==> config.mk <==
export PLATFORM = sky130hd
export DESIGN_NAME = shape_commit_arbiter
export DESIGN_NICKNAME = d
export VERILOG_FILES = /design/src/rtl/shape_commit_arbiter.sv
export SDC_FILE = /design/constraint.sdc
export NUM_CORES = 1
export LEC_CHECK = 0
export CAP_MARGIN = 20
export CELL_PAD_IN_SITES_DETAIL_PLACEMENT = 1
export CELL_PAD_IN_SITES_GLOBAL_PLACEMENT = 2
export CORE_MARGIN = 2
export CORE_UTILIZATION = 27
export CTS_BUF_LIST = sky130_fd_sc_hd__clkbuf_16
export DETAILED_ROUTE_END_ITERATION = 10
export PLACE_DENSITY = 0.91
export SYNTH_ARGS = -nofsm -noshare
export SYNTH_HDL_FRONTEND = slang
export SYNTH_SLANG_ARGS = --single-unit
==> constraint.sdc <==
create_clock -name clk -period 5 [get_ports clk]
set_input_delay 1 -clock clk [delete_from_list [all_inputs] [get_ports clk]]
set_output_delay 1 -clock clk [all_outputs]
set_load 0.1 [all_outputs]
==> src/rtl/shape_commit_arbiter.sv <==
// Two-port write arbiter for the per-shape property registers.
// Writes from port A and port B commit only inside a bounded window that opens on each frame pulse.
//
// state | meaning
// IDLE  | window closed, no grants, waiting for frame
// OPEN  | window active, round-robin grants, cnt counts down to close
module shape_commit_arbiter #(
  parameter int MAXSHP = 4,
  parameter int IDW    = 2,
  parameter int DATAW  = 16,
  parameter int WINDOW = 64
) (
  input  logic             clk,
  input  logic             rst,
  input  logic             frame,
  input  logic             a_valid,
  input  logic [IDW-1:0]   a_id,
  input  logic [2:0]       a_field,
  input  logic [DATAW-1:0] a_data,
  output logic             a_ready,
  input  logic             b_valid,
  input  logic [IDW-1:0]   b_id,
  input  logic [2:0]       b_field,
  input  logic [DATAW-1:0] b_data,
  output logic             b_ready,
  output logic             wr_en,
  output logic [IDW-1:0]   wr_id,
  output logic [2:0]       wr_field,
  output logic [DATAW-1:0] wr_data,
  output logic             err,
  output logic             win_open,
  output logic [7:0]       n_commits
);

  typedef enum logic {IDLE, OPEN} state_t;

  localparam logic [IDW:0] MAXSHP_W = (IDW+1)'(MAXSHP);
  localparam logic [7:0]   WIN_M1   = 8'(WINDOW - 1);

  state_t           state, state_nxt;
  logic [7:0]       cnt, cnt_nxt;
  logic             rr_b, rr_b_nxt;  // 1: port B wins the next tie
  logic             gnt_a, gnt_b;
  logic             xfer, legal;
  logic [IDW-1:0]   x_id;
  logic [2:0]       x_field;
  logic [DATAW-1:0] x_data;

  always_comb begin
    state_nxt = state;
    cnt_nxt   = cnt;
    rr_b_nxt  = rr_b;
    gnt_a     = 1'b0;
    gnt_b     = 1'b0;
    case (state)
      IDLE: begin
        if (frame) begin
          state_nxt = OPEN;
          cnt_nxt   = WIN_M1;
        end
      end
      OPEN: begin
        gnt_a = a_valid && (!b_valid || !rr_b);
        gnt_b = b_valid && (!a_valid || rr_b);
        if (gnt_a)      rr_b_nxt = 1'b1;
        else if (gnt_b) rr_b_nxt = 1'b0;
        if (cnt == 8'd0) state_nxt = IDLE;
        else             cnt_nxt   = cnt - 8'd1;
      end
      default: state_nxt = IDLE;
    endcase
  end

  assign xfer    = gnt_a | gnt_b;
  assign x_id    = gnt_b ? b_id    : a_id;
  assign x_field = gnt_b ? b_field : a_field;
  assign x_data  = gnt_b ? b_data  : a_data;
  // Illegal requests are still accepted so a requester never stalls on them.
  assign legal   = ({1'b0, x_id} < MAXSHP_W) && (x_field <= 3'd5);

  assign a_ready  = gnt_a;
  assign b_ready  = gnt_b;
  assign win_open = (state == OPEN);

  always_ff @(posedge clk or negedge rst) begin
    if (!rst) begin
      state     <= IDLE;
      cnt       <= 8'd0;
      rr_b      <= 1'b0;
      wr_en     <= 1'b0;
      wr_id     <= '0;
      wr_field  <= '0;
      wr_data   <= '0;
      err       <= 1'b0;
      n_commits <= 8'd0;
    end else begin
      state <= state_nxt;
      cnt   <= cnt_nxt;
      rr_b  <= rr_b_nxt;
      wr_en <= xfer && legal;
      err   <= xfer && !legal;
      if (xfer && legal) begin
        wr_id    <= x_id;
        wr_field <= x_field;
        wr_data  <= x_data;
      end
      if (state == IDLE && frame)
        n_commits <= 8'd0;
      else if (xfer && legal && n_commits != 8'hFF)
        n_commits <= n_commits + 8'd1;
    end
  end

endmodule
---- Word level (Yosys, flattened, before mapping) ----
Index checks and enable logic that the tools add are counted.
storage, ports and cells
  word-level logic and storage cells ...... 49
  input port bits ......................... 47
  output and inout bits ................... 34
  register bits ........................... 41
cells by class
  add/sub/neg operators ................... 2
  bitwise logic cells ..................... 2
  reductions and logical operators ........ 17
  eq/ne operators ......................... 3
  multiplexer cells ....................... 15
  $lt $le $gt $ge ......................... 1
operators with widths
  kind                   count
  $mux W8                4
  $mux W16               1
  $pmux W8 S2            1
  $add A8 B1 Y8 const B  1
  $logic_not A8 Y1       1
  $ne A8 B8 Y1 const B   1
  $sub A8 B1 Y8 const B  1
  $logic_and A1 B1 Y1    6
  $mux W1                6
  $logic_not A1 Y1       4
  $ne A2 B2 Y1 const B   2
  $reduce_and A2 Y1      2
  $reduce_bool A2 Y1     2
  $le A3 B3 Y1 const B   1
  $mux W3                1
  $logic_or A1 B1 Y1     2
  $mux W2                1
  $pmux W1 S2            1
  $not A1 Y1             1
  $or A1 B1 Y1           1

---- Depth between registers and ports, before layout ----
  word-level depth ........................ 10
  mapped depth ............................ 8
  depth with buffers taken out ............ 7

---- Least setup slack after synthesis ----
Ideal clock, no wire load.
  path type ............................... register to output
  from .................................... reg state, in the netlist win_open
  to ...................................... out a_ready
  required time ........................... 4.000 ns
  path slack .............................. 2.345 ns
  stages on the path, launching flop included .. 3
  arrival ................................. 1.655 ns
  buffers on the path ..................... 0
  path through ............................ dfrtp_1 nand3_1 inv_2
between the ends
  cells in the longest elaborated chain, start to end .. 1
RTL lines
  element                   line  RTL
  start: declaration        40    state_t state, state_nxt;
  start signal: assignment  97    state <= state_nxt;
  $mux W1                   55    case (state)
  end: declaration          20    output logic a_ready,
No other way between the ends.

---- Final worst setup path ----
  from .................................... in a_valid
  to ...................................... out b_ready
between the ends
  cells in the longest elaborated chain, start to end .. 4
RTL lines
  element              line  RTL
  start: declaration   16    input logic a_valid,
  $logic_not A1 Y1     64    gnt_b = b_valid && (!a_valid || rr_b);
  $logic_or A1 B1 Y1   64
  $logic_and A1 B1 Y1  64
  $mux W1              55
  end: declaration     25    output logic b_ready,
No other way between the ends.

==> results_dict.tcl <==
set metrics [dict create \
    outcome "finished, final reports clean" \
    worstPathRequired_ps 4000 \
    synth_edf_count 0 \
    maxSlewHeadroom_pct 32.1 \
    routed_wl_um 5580 \
    worst_pin_slew_ps 1020 \
    cts_resized 0 \
    drtPass1Iterations 4 \
    syn_nets 251 \
    port_buffers 80 \
    worstHoldEndpoint "wr_data[14]" \
    min_path_type "reg -> reg" \
    worstSetupPathType "in -> out" \
    ctsHtreeMaxLevel 2 \
    finClkSkew_ps 3.06 \
    clk_pin_slew_ps 60 \
    gr-total-overflow 0 \
    rsz0062_at_grt "no" \
    cp_top_family "buffers and inverters" \
    cap_violations 0 \
    synth_ff_type "dfrtp_1" \
    diodes 0 \
    reg2reg_depth 7 \
    wl_per_cell_um 14.6 \
    place_hpwl_um 4090 \
    antenna_found_initial 0 \
    crit_path_end_kind "output port" \
    dpl-instance-area_mm2 0.00289 \
    critPathArrivalTime_ps 2720 \
    numClockSinks 41 \
    syn_area_mm2 0.00200 \
    synth_top_area_share_pct 51.2 \
    synthTopCellsByArea "dfrtp_1 51%, mux2i_1 11%, nand2_1 6.2%" \
    yosysWarnings 0 \
    drive_gt1_share_pct 6.71 \
    max_freq_ghz 0.269 \
    die-area_mm2 0.00813 \
    postSynthAreaPerCell_um2 9.92 \
    max-vdd-ir-drop_mv 0.360 \
    dr_total_vias 1782 \
    async_flop_share_pct 100 \
    grt_max_degree 42 \
    p_leak_nw 1.31 \
    ff2ff_setup_slack_ps 2480 \
    cts_root_buffer "clkbuf_16" \
    cts_setup_buffers 0 \
    crit_path_max_fanout 22 \
    r2r_start "rr_b" \
    period_minus_slack_ps 3720 \
    finalSetupViolations 0 \
    core_mm2 0.00721 \
    die_h_um 90.2 \
    cp_slowest_cell "nand3_2" \
    fp-row-count 31 \
    finalHoldViolCount 0 \
    postSynthCellCount 202 \
    yosysTopAreaCell "dfrtp_1" \
    routabilityCongestion 0.797 \
    drv_slew 0 \
    hold_depth 2 \
    max_stage_delay_ps 570 \
    grt_pass1_wl_um 9510 \
    cts_buffers 5 \
    yosysUniqueCellTypes 39 \
    start_util_pct 27.8 \
    final_nets 331 \
    ios 81 \
    grt_pass1_vias 1910 \
    path_buf_inv 3 \
    remaining_drc_errors 0 \
    ys_seq_elements 41 \
    final.setup.tns_ps 0 \
    syn_to_final_growth_pct 51.2 \
    worstSetupStartpointType "input pin" \
    cts.path.max_buffers 2 \
    path_cells "clkdlybuf4s50_1, nand2b_1, nand3_2, inv_2, buf_4" \
    grt_usage_pct 14.6 \
    hold_start "wr_data[14]" \
    powerDensity_mw_per_mm2 583 \
    yosysSeqAreaShare_pct 51.2 \
    fin_crit_sh_pct 74.4 \
    timing.rr.end "n_commits[2]" \
    drt_iter0_markers 47 \
    cts_hold_buf 0 \
    detail-route-antenna-nets 0 \
    design_area_mm2 0.00303 \
    clock_latency_ps 280 \
    viasPerCell 4.66 \
    dieWidth_um 90.2 \
    cts_tree "built" \
]
[placed cells by master, fill, tap and decap left out, drive strengths merged, types with 5 or more instances in the layout]
cell            n
buf             5
inv             7
clkdlybuf4s50  77
dfrtp          41
nand2          33
nor2           17
mux2i          22
clkbuf          5
o21ai          24
[worst max-delay path by stage]
stage / startpoint / to / slack [ps] / cells past startpoint
CTS: a_valid / b_ready / 1260 / 5
global route: a_valid / b_ready / 1140 / 5
detailed placement: a_valid / b_ready / 1270 / 5
global placement: a_valid / b_ready / 1340 / 5
finish: a_valid / b_ready / 1280 / 5
floorplan: win_open / a_ready / 2340 / 2
[registers in the layout, summed over array words and instances, names as in the netlist]
| register | count |
|---|---|
| wr_data | 16 |
| cnt | 8 |
| n_commits | 8 |
| wr_field | 3 |
| wr_id | 2 |
| err | 1 |
| rr_b | 1 |
| win_open | 1 |
| wr_en | 1 |
[stage by stage]
step / utilization [%] / total power [mW] / hold slack [ps] / cells / setup slack, ps
after floorplan: - / 1.21 / 471 / 202 / 2340
after global placement: 40.1 / 1.44 / 462 / 374 / 1340
after detailed placement: 40.1 / 1.47 / 469 / 374 / 1270
after CTS: 42.0 / 1.78 / 483 / 382 / 1260
after global routing: 42.0 / 1.86 / 515 / 382 / 1140
final: 42.0 / 1.77 / 477 / 382 / 1280
[final cells by class]
cell class                      count  area [um2]
Sequential cell                    41        1030
Multi-Input combinational cell    146         913
Inverter                            6        22.5
Clock buffer                        5         125
Fill cell                         857        4180
Tap cell                           99         124
Timing Repair Buffer               82         806
Clock inverter                      3        13.8
[power by group]
part	switching (mW)	internal [mW]
logic	0.676	0.256
registers	0.0903	0.431
clock network	0.131	0.181
[layer usage]
metal | vias up | global-route usage, % | wire length (um)
met5 | - | 0 | 0
met4 | 0 | 5.38 | 85
met3 | 7 | 3.27 | 233
met2 | 46 | 23.7 | 2720
met1 | 863 | 19.1 | 2530
li1 | 866 | - | -
[synth_stat cells (all sizes together) (3+ instances only)]
cell type	number
nand3	4
mux2i	22
nor2	17
clkbuf	3
buf	6
xnor2	3
nand2b	4
a31oi	3
o21ai	24
a21oi	4
nand2	33
inv	6
dfrtp	41
nand4	3
[worst min-delay path, cell delays in order, from the launching register on]
cell and delay [ps]:
dfrtp_1 340, nand2_1 40, o21ai_0 60
[logic make-up after synthesis]
group           after synthesis  synth area share [%]
fa+ha+maj                     2                  1.25
xor+xnor                      5                  2.19
buf+inv                      15                  3.50
flops                        41                  51.2
mux                          23                  11.5
simple gates                 73                  17.9
compound gates               43                  12.4
Power figures use the tool's default switching activity.
